### src/rtl/app_rx_pkg.sv
// Shared types for the application-stream receiver.
// State and output-kind encodings, plus the task tag value.
package app_rx_pkg;

  localparam int FLIT_SIZE_DEF = 32;

  localparam logic [FLIT_SIZE_DEF-1:0] TASK_TAG = '1;

  typedef enum logic [3:0] {
    ST_IDLE,
    ST_TCNT,
    ST_MAP,
    ST_TAG,
    ST_GRAPH,
    ST_TXT,
    ST_DAT,
    ST_BSS,
    ST_ENTRY,
    ST_BIN,
    ST_FATAL
  } state_e;

  typedef enum logic [1:0] {
    KIND_MAP   = 2'd0,
    KIND_GRAPH = 2'd1,
    KIND_THDR  = 2'd2,
    KIND_BIN   = 2'd3
  } kind_e;

endpackage

### src/rtl/app_rx_out_reg.sv
// One-entry valid/ready output register.
// space is high when a new flit may be loaded this cycle.
module app_rx_out_reg
  import app_rx_pkg::*;
#(
  parameter int FLIT_SIZE = 32,
  parameter int TW        = 5,
  parameter int IDX_W     = 16
) (
  input  logic                 clk,
  input  logic                 rst_n,
  input  logic                 load,
  input  logic                 ready,
  input  kind_e                ld_kind,
  input  logic [TW-1:0]        ld_task,
  input  logic [IDX_W-1:0]     ld_index,
  input  logic [FLIT_SIZE-1:0] ld_data,
  output logic                 valid,
  output logic                 space,
  output kind_e                kind,
  output logic [TW-1:0]        task_idx,
  output logic [IDX_W-1:0]     index,
  output logic [FLIT_SIZE-1:0] data
);

  assign space = !valid || ready;

  // Load replaces contents; ready without load empties the slot.
  always_ff @(posedge clk or negedge rst_n) begin
    if (!rst_n) begin
      valid    <= 1'b0;
      kind     <= KIND_MAP;
      task_idx <= '0;
      index    <= '0;
      data     <= '0;
    end else if (load) begin
      valid    <= 1'b1;
      kind     <= ld_kind;
      task_idx <= ld_task;
      index    <= ld_index;
      data     <= ld_data;
    end else if (ready) begin
      valid    <= 1'b0;
    end
  end

endmodule

### src/rtl/app_stream_receiver.sv
// Receiver for the application-injection flit stream.
// Parses descriptor/task/binary flits and forwards payload.
module app_stream_receiver
  import app_rx_pkg::*;
#(
  parameter int FLIT_SIZE = 32,
  parameter int MAX_TASKS = 32,
  parameter int IDX_W     = 16
) (
  input  logic                         clk_i,
  input  logic                         rst_ni,
  input  logic                         rx_i,
  output logic                         credit_o,
  input  logic [FLIT_SIZE-1:0]         data_i,
  input  logic                         eoa_i,
  output logic                         out_valid_o,
  input  logic                         out_ready_i,
  output logic [1:0]                   out_kind_o,
  output logic [$clog2(MAX_TASKS)-1:0] out_task_o,
  output logic [IDX_W-1:0]             out_index_o,
  output logic [FLIT_SIZE-1:0]         out_data_o,
  output logic [FLIT_SIZE-1:0]         descr_size_o,
  output logic [FLIT_SIZE-1:0]         task_cnt_o,
  output logic                         app_start_o,
  output logic                         app_done_o,
  output logic                         tag_err_o,
  output logic                         fatal_o,
  output logic                         all_done_o
);

  localparam int TW = $clog2(MAX_TASKS);
  localparam logic [FLIT_SIZE-1:0] ONE = FLIT_SIZE'(1);

  state_e               state_q, state_d;
  logic [TW-1:0]        task_q;
  logic [FLIT_SIZE-1:0] cnt_q, txt_q, words_q, descr_q, tcnt_q;
  logic [FLIT_SIZE:0]   sum;
  logic                 space, acc, fwd;
  logic                 last_task, graph_last, bin_last, bad_cnt;
  kind_e                fkind, out_kind;
  logic [TW-1:0]        ftask;
  logic [IDX_W-1:0]     fidx;

  assign acc        = rx_i && credit_o;
  assign credit_o   = rst_ni && (state_q != ST_FATAL) && space;
  assign last_task  = FLIT_SIZE'(task_q) == tcnt_q - ONE;
  assign graph_last = cnt_q == descr_q - ONE;
  assign bin_last   = cnt_q == words_q - ONE;
  assign bad_cnt    = (data_i == '0) ||
                      (data_i > FLIT_SIZE'(MAX_TASKS));
  assign sum        = {1'b0, txt_q} + {1'b0, data_i};

  assign out_kind_o   = out_kind;
  assign descr_size_o = descr_q;
  assign task_cnt_o   = tcnt_q;
  assign all_done_o   = rst_ni && eoa_i &&
                        (state_q == ST_IDLE) && !out_valid_o;

  // Next state and forwarded-flit fields for the current state.
  always_comb begin
    state_d = state_q;
    fwd     = 1'b0;
    fkind   = KIND_THDR;
    ftask   = task_q;
    fidx    = '0;
    unique case (state_q)
      ST_IDLE:  state_d = ST_TCNT;
      ST_TCNT:  state_d = bad_cnt ? ST_FATAL : ST_MAP;
      ST_MAP: begin
        fwd     = 1'b1;
        fkind   = KIND_MAP;
        fidx    = IDX_W'(task_q);
        state_d = ST_TAG;
      end
      ST_TAG: begin
        if (!last_task)          state_d = ST_MAP;
        else if (descr_q == '0)  state_d = ST_TXT;
        else                     state_d = ST_GRAPH;
      end
      ST_GRAPH: begin
        fwd   = 1'b1;
        fkind = KIND_GRAPH;
        ftask = '0;
        fidx  = cnt_q[IDX_W-1:0];
        if (graph_last) state_d = ST_TXT;
      end
      ST_TXT: begin
        fwd     = 1'b1;
        state_d = ST_DAT;
      end
      ST_DAT: begin
        fwd     = 1'b1;
        fidx    = IDX_W'(1);
        state_d = ST_BSS;
      end
      ST_BSS: begin
        fwd     = 1'b1;
        fidx    = IDX_W'(2);
        state_d = ST_ENTRY;
      end
      ST_ENTRY: begin
        fwd  = 1'b1;
        fidx = IDX_W'(3);
        if (words_q != '0)  state_d = ST_BIN;
        else if (last_task) state_d = ST_IDLE;
        else                state_d = ST_TXT;
      end
      ST_BIN: begin
        fwd   = 1'b1;
        fkind = KIND_BIN;
        fidx  = cnt_q[IDX_W-1:0];
        if (bin_last) state_d = last_task ? ST_IDLE : ST_TXT;
      end
      ST_FATAL: state_d = ST_FATAL;
      default:  state_d = ST_IDLE;
    endcase
  end

  // State advances only on accepted flits.
  always_ff @(posedge clk_i or negedge rst_ni) begin
    if (!rst_ni)  state_q <= ST_IDLE;
    else if (acc) state_q <= state_d;
  end

  // Counters, latched fields, pulses and sticky flags.
  always_ff @(posedge clk_i or negedge rst_ni) begin
    if (!rst_ni) begin
      task_q      <= '0;
      cnt_q       <= '0;
      txt_q       <= '0;
      words_q     <= '0;
      descr_q     <= '0;
      tcnt_q      <= '0;
      app_start_o <= 1'b0;
      app_done_o  <= 1'b0;
      tag_err_o   <= 1'b0;
      fatal_o     <= 1'b0;
    end else begin
      app_start_o <= 1'b0;
      app_done_o  <= 1'b0;
      if (acc) begin
        unique case (state_q)
          ST_IDLE: begin
            descr_q     <= data_i;
            app_start_o <= 1'b1;
          end
          ST_TCNT: begin
            tcnt_q <= data_i;
            task_q <= '0;
            if (bad_cnt) fatal_o <= 1'b1;
          end
          ST_TAG: begin
            if (data_i != TASK_TAG) tag_err_o <= 1'b1;
            task_q <= last_task ? '0 : task_q + 1'b1;
            cnt_q  <= '0;
          end
          ST_GRAPH: cnt_q   <= cnt_q + ONE;
          ST_TXT:   txt_q   <= data_i;
          ST_DAT:   words_q <= FLIT_SIZE'(sum >> 2);
          ST_ENTRY: begin
            cnt_q <= '0;
            if (words_q == '0) begin
              if (last_task) app_done_o <= 1'b1;
              else           task_q     <= task_q + 1'b1;
            end
          end
          ST_BIN: begin
            cnt_q <= cnt_q + ONE;
            if (bin_last) begin
              if (last_task) app_done_o <= 1'b1;
              else           task_q     <= task_q + 1'b1;
            end
          end
          default: ;
        endcase
      end
    end
  end

  app_rx_out_reg #(
    .FLIT_SIZE (FLIT_SIZE),
    .TW        (TW),
    .IDX_W     (IDX_W)
  ) u_out (
    .clk      (clk_i),
    .rst_n    (rst_ni),
    .load     (acc && fwd),
    .ready    (out_ready_i),
    .ld_kind  (fkind),
    .ld_task  (ftask),
    .ld_index (fidx),
    .ld_data  (data_i),
    .valid    (out_valid_o),
    .space    (space),
    .kind     (out_kind),
    .task_idx (out_task_o),
    .index    (out_index_o),
    .data     (out_data_o)
  );

endmodule
### config.mk
export PLATFORM = sky130hd
export DESIGN_NAME = app_stream_receiver
export DESIGN_NICKNAME = d
export VERILOG_FILES = /design/src/rtl/app_rx_pkg.sv /design/src/rtl/app_rx_out_reg.sv /design/src/rtl/app_stream_receiver.sv
export SDC_FILE = /design/constraint.sdc
export NUM_CORES = 1
export LEC_CHECK = 0
export ABC_CLOCK_PERIOD_IN_PS = 3400
export CELL_PAD_IN_SITES_DETAIL_PLACEMENT = 1
export CELL_PAD_IN_SITES_GLOBAL_PLACEMENT = 1
export CORE_ASPECT_RATIO = 1.4
export CORE_UTILIZATION = 41
export CTS_BUF_LIST = sky130_fd_sc_hd__clkbuf_4
export CTS_CLUSTER_SIZE = 10
export DETAILED_ROUTE_END_ITERATION = 7
export GPL_TIMING_DRIVEN = 0
export PLACE_DENSITY_LB_ADDON = 0.12
export REMOVE_ABC_BUFFERS = 1
export SYNTH_ARGS = -nofsm -noshare
export SYNTH_HDL_FRONTEND = slang
export SYNTH_SLANG_ARGS = --single-unit
### constraint.sdc
create_clock -name clk_i -period 3.4 [get_ports clk_i]
set_clock_uncertainty 0.1 [all_clocks]
set_input_delay 0.51 -clock clk_i [delete_from_list [all_inputs] [get_ports clk_i]]
set_output_delay 0.51 -clock clk_i [all_outputs]
set_load 0.05 [all_outputs]
==> results.yml <==
placed_design:
  place_hpwl_mm: 32.9
  place_ws_ps: -1640
  numPortBuffers: 162
  place.gp.congestion: 0.925
power_and_ir_drop:
  leakage_nw: 7.52
  peakVddDrop_uv: 616
  power.density_nw_per_um2: 1040
final_layout:
  drive_gt1_share_pct: 21.8
  nets: 1774
  area_delta_synth_final_pct: 29.3
  final_common_cell: "nand2_1"
  layout_common_cells: "nand2_1 (224), dfrtp_1 (204), clkdlybuf4s50_1 (160), mux2_2 (97), xnor2_1 (86)"
logic_synthesis:
  yosys.area.top_type: "dfrtp_1"
  synth-edff-count: 0
  synth_top_area_share_pct: 41.6
  synthArstFlopShare_pct: 100
  syn_inst: 1480
  synth_cell_types: 72
  yosys_warnings: 0
  synth.avg_cell_area_sq_um: 9.27
  ys_ff_latch: 228
  synth_ff_type: "dfrtp_1"
  ys_seq_area_share_pct: 41.6
  synth.top_cells.by_area: "dfrtp_1 (42%), mux2_2 (8.0%), nand2_1 (6.2%), xnor2_1 (5.6%), xor2_1 (4.1%)"
  syn_area_sq_um: 13700
timing:
  fin_ws_ps: -261
  max_freq_ghz: 0.273
  min_period_ps: 3660
  fin_setup_tns_ps: -1860
  finalSetupViolCount: 9
  max-slew-margin-rel_pct: 35.1
  tightest_slew_ps: 973
  fin_crit_sh_pct: 108
  rsz0062_at_grt: "yes"
  hold_violations: 0
  slew_violations: 0
die:
  fp.dieH_um: 219
  die-width_um: 157
  rows: 78
  start_util_pct: 42.0
  die_area_sq_um: 34200
  ios: 163
  core_sq_um: 32700
clock_network:
  cts_tree: "yes"
  h-tree-depth: 2
  clk_pin_slew_ps: 70
  cts-buffers-inserted: 58
  cts.path.max_buffers: 3
  root_buffer: "clkbuf_4"
  worstSkewPairLatency_ps: 740
  cts.sinks: 228
drt:
  routed_via_density: 5.70
  drc: 0
  drt_iter0_drc: 522
  via_count: 12454
  avgRoutedWirePerCell_um: 20.9
  antenna_left: 0
  drtPass1Iterations: 5
  wirelength_mm: 45.7
global_route:
  grt-ovfl-total: 0
  grt_start_max_net_pins: 95
  grt_pass1_wl_mm: 72.5
  grt_pass1_vias: 13101
  track_usage_pct: 27.5
  grt_antenna_before_repair: 1
outcome:
  violations: "negative setup slack"
  outcome: "complete, but fails checks"
worst_hold_path:
  hp-class: "in -> reg"
critical_path:
  path_class: "reg -> reg"
  cp_max_fo: 3
  critical_path.startpoint_type: "flip-flop"
  end_kind: "flip-flop"
  cp.required_ps: 3920
  worstPathArrival_ps: 4180
flow_run:
  maxCapViolCount: 0
[sequential cells by signal, summed over array words and instances, names as in the netlist]
| register | count |
|---|---|
| app_start_o | 1 |
| u_out.data | 32 |
| descr_size_o | 32 |
| u_out.kind | 2 |
| words_q | 31 |
| state_q | 4 |
| u_out.task_idx | 5 |
| cnt_q | 32 |
| task_q | 5 |
| task_cnt_o | 32 |
| u_out.index | 16 |
| txt_q | 32 |
| fatal_o | 1 |
| app_done_o | 1 |
| tag_err_o | 1 |
| u_out.valid | 1 |
[routing by layer]
metal / GRT usage (%) / vias up / routed length, um
li1: - / 5804 / -
met2: 48.2 / 284 / 23100
met1: 32.7 / 6259 / 18900
met5: 0 / - / 0
met4: 12.8 / 0 / 1940
met3: 4.38 / 107 / 1690
[layout make-up]
| cell class | count | area, sq um |
|---|---|---|
| diodes | 1 | 2.50 |
| clock buffers | 74 | 556 |
| clock inverters | 30 | 204 |
| fillers | 3736 | 14900 |
| inverters | 23 | 86.3 |
| multi-input cells | 1147 | 8150 |
| flip-flops and latches | 228 | 5740 |
| well taps | 440 | 551 |
| repair buffers | 242 | 2470 |
[logic make-up (layout without fill, tap and decap cells)]
family | after synthesis | count (layout) | synth area share [%]
DFF | 228 | 228 | 41.6
other | 0 | 1 | 0
adders and majority gates | 37 | 37 | 3.37
AOI/OAI and AO/OA | 236 | 236 | 11.2
buffers and inverters | 105 | 369 | 2.90
and+or+nand+nor | 615 | 615 | 22.6
muxes | 107 | 107 | 8.70
xor gates and xnor gates | 152 | 152 | 9.70
[metrics by stage]
| step | hold slack [ps] | area, sq um | power, mW | utilization [%] | std cells |
|---|---|---|---|---|---|
| 2_1_floorplan | 114 | 13400 | 11.5 | - | 1398 |
| 3_3_place_gp | 348 | 15600 | 14.5 | 47.7 | 2000 |
| 3_5_place_dp | 355 | 15800 | 14.8 | 48.3 | 2009 |
| 4_1_cts | 294 | 17400 | 18.1 | 53.2 | 2156 |
| 5_1_grt | 342 | 17800 | 19.5 | 54.3 | 2185 |
| 6_report | 364 | 17800 | 18.4 | 54.3 | 2185 |
[worst max-delay path, cell delays in order, from the launching register on]
cell     delay [ps]
dfrtp_1         390
or4_4           550
or4_4           540
buf_6           140
or2_4           220
or4b_4          530
nand2_4         100
nand4_1         200
o21ai_2         230
o21a_1          210
mux2_2          350
[worst paths after layout]
| check | start | end | slack, ps | depth (start not counted) |
|---|---|---|---|---|
| max | words_q[17] | state_q[3] | -260 | 10 |
| min | out_ready_i | u_out.valid | 360 | 3 |
| max reg2reg | words_q[17] | state_q[3] | -260 | 10 |
| min reg2reg | u_out.index[6] | u_out.index[6] | 360 | 2 |
| max in group asynchronous | rst_ni | descr_size_o[12] | 1980 | 6 |
| min in group asynchronous | rst_ni | cnt_q[5] | 580 | 6 |
[repair_timing]
item	CTS	global route
pin swaps	20	32
buffers inserted	36	28
gates resized for setup	87	42
gates cloned	0	0
hold buffers	7	0
setup endpoints to repair	19	26
hold endpoints to repair	64	0
[Yosys cell counts, drive strengths merged (15+ instances only)]
library cell and n:
or4 28, nand3 46, ha 37, nand2 226
xor2 65, xnor2 87, inv 23, nor4 42
mux2 98, nand4 37, or3 28, a21oi 53
dfrtp 228, and3 15, nor2 83, nor3 47
clkbuf 71, o21ai 73
[power breakdown]
part	internal (mW)	switching, mW	total (mW)
registers	3.77	1.70	5.47
clock network	1.25	1.22	2.47
logic	4.36	6.10	10.5
Power figures use the tool's default switching activity.
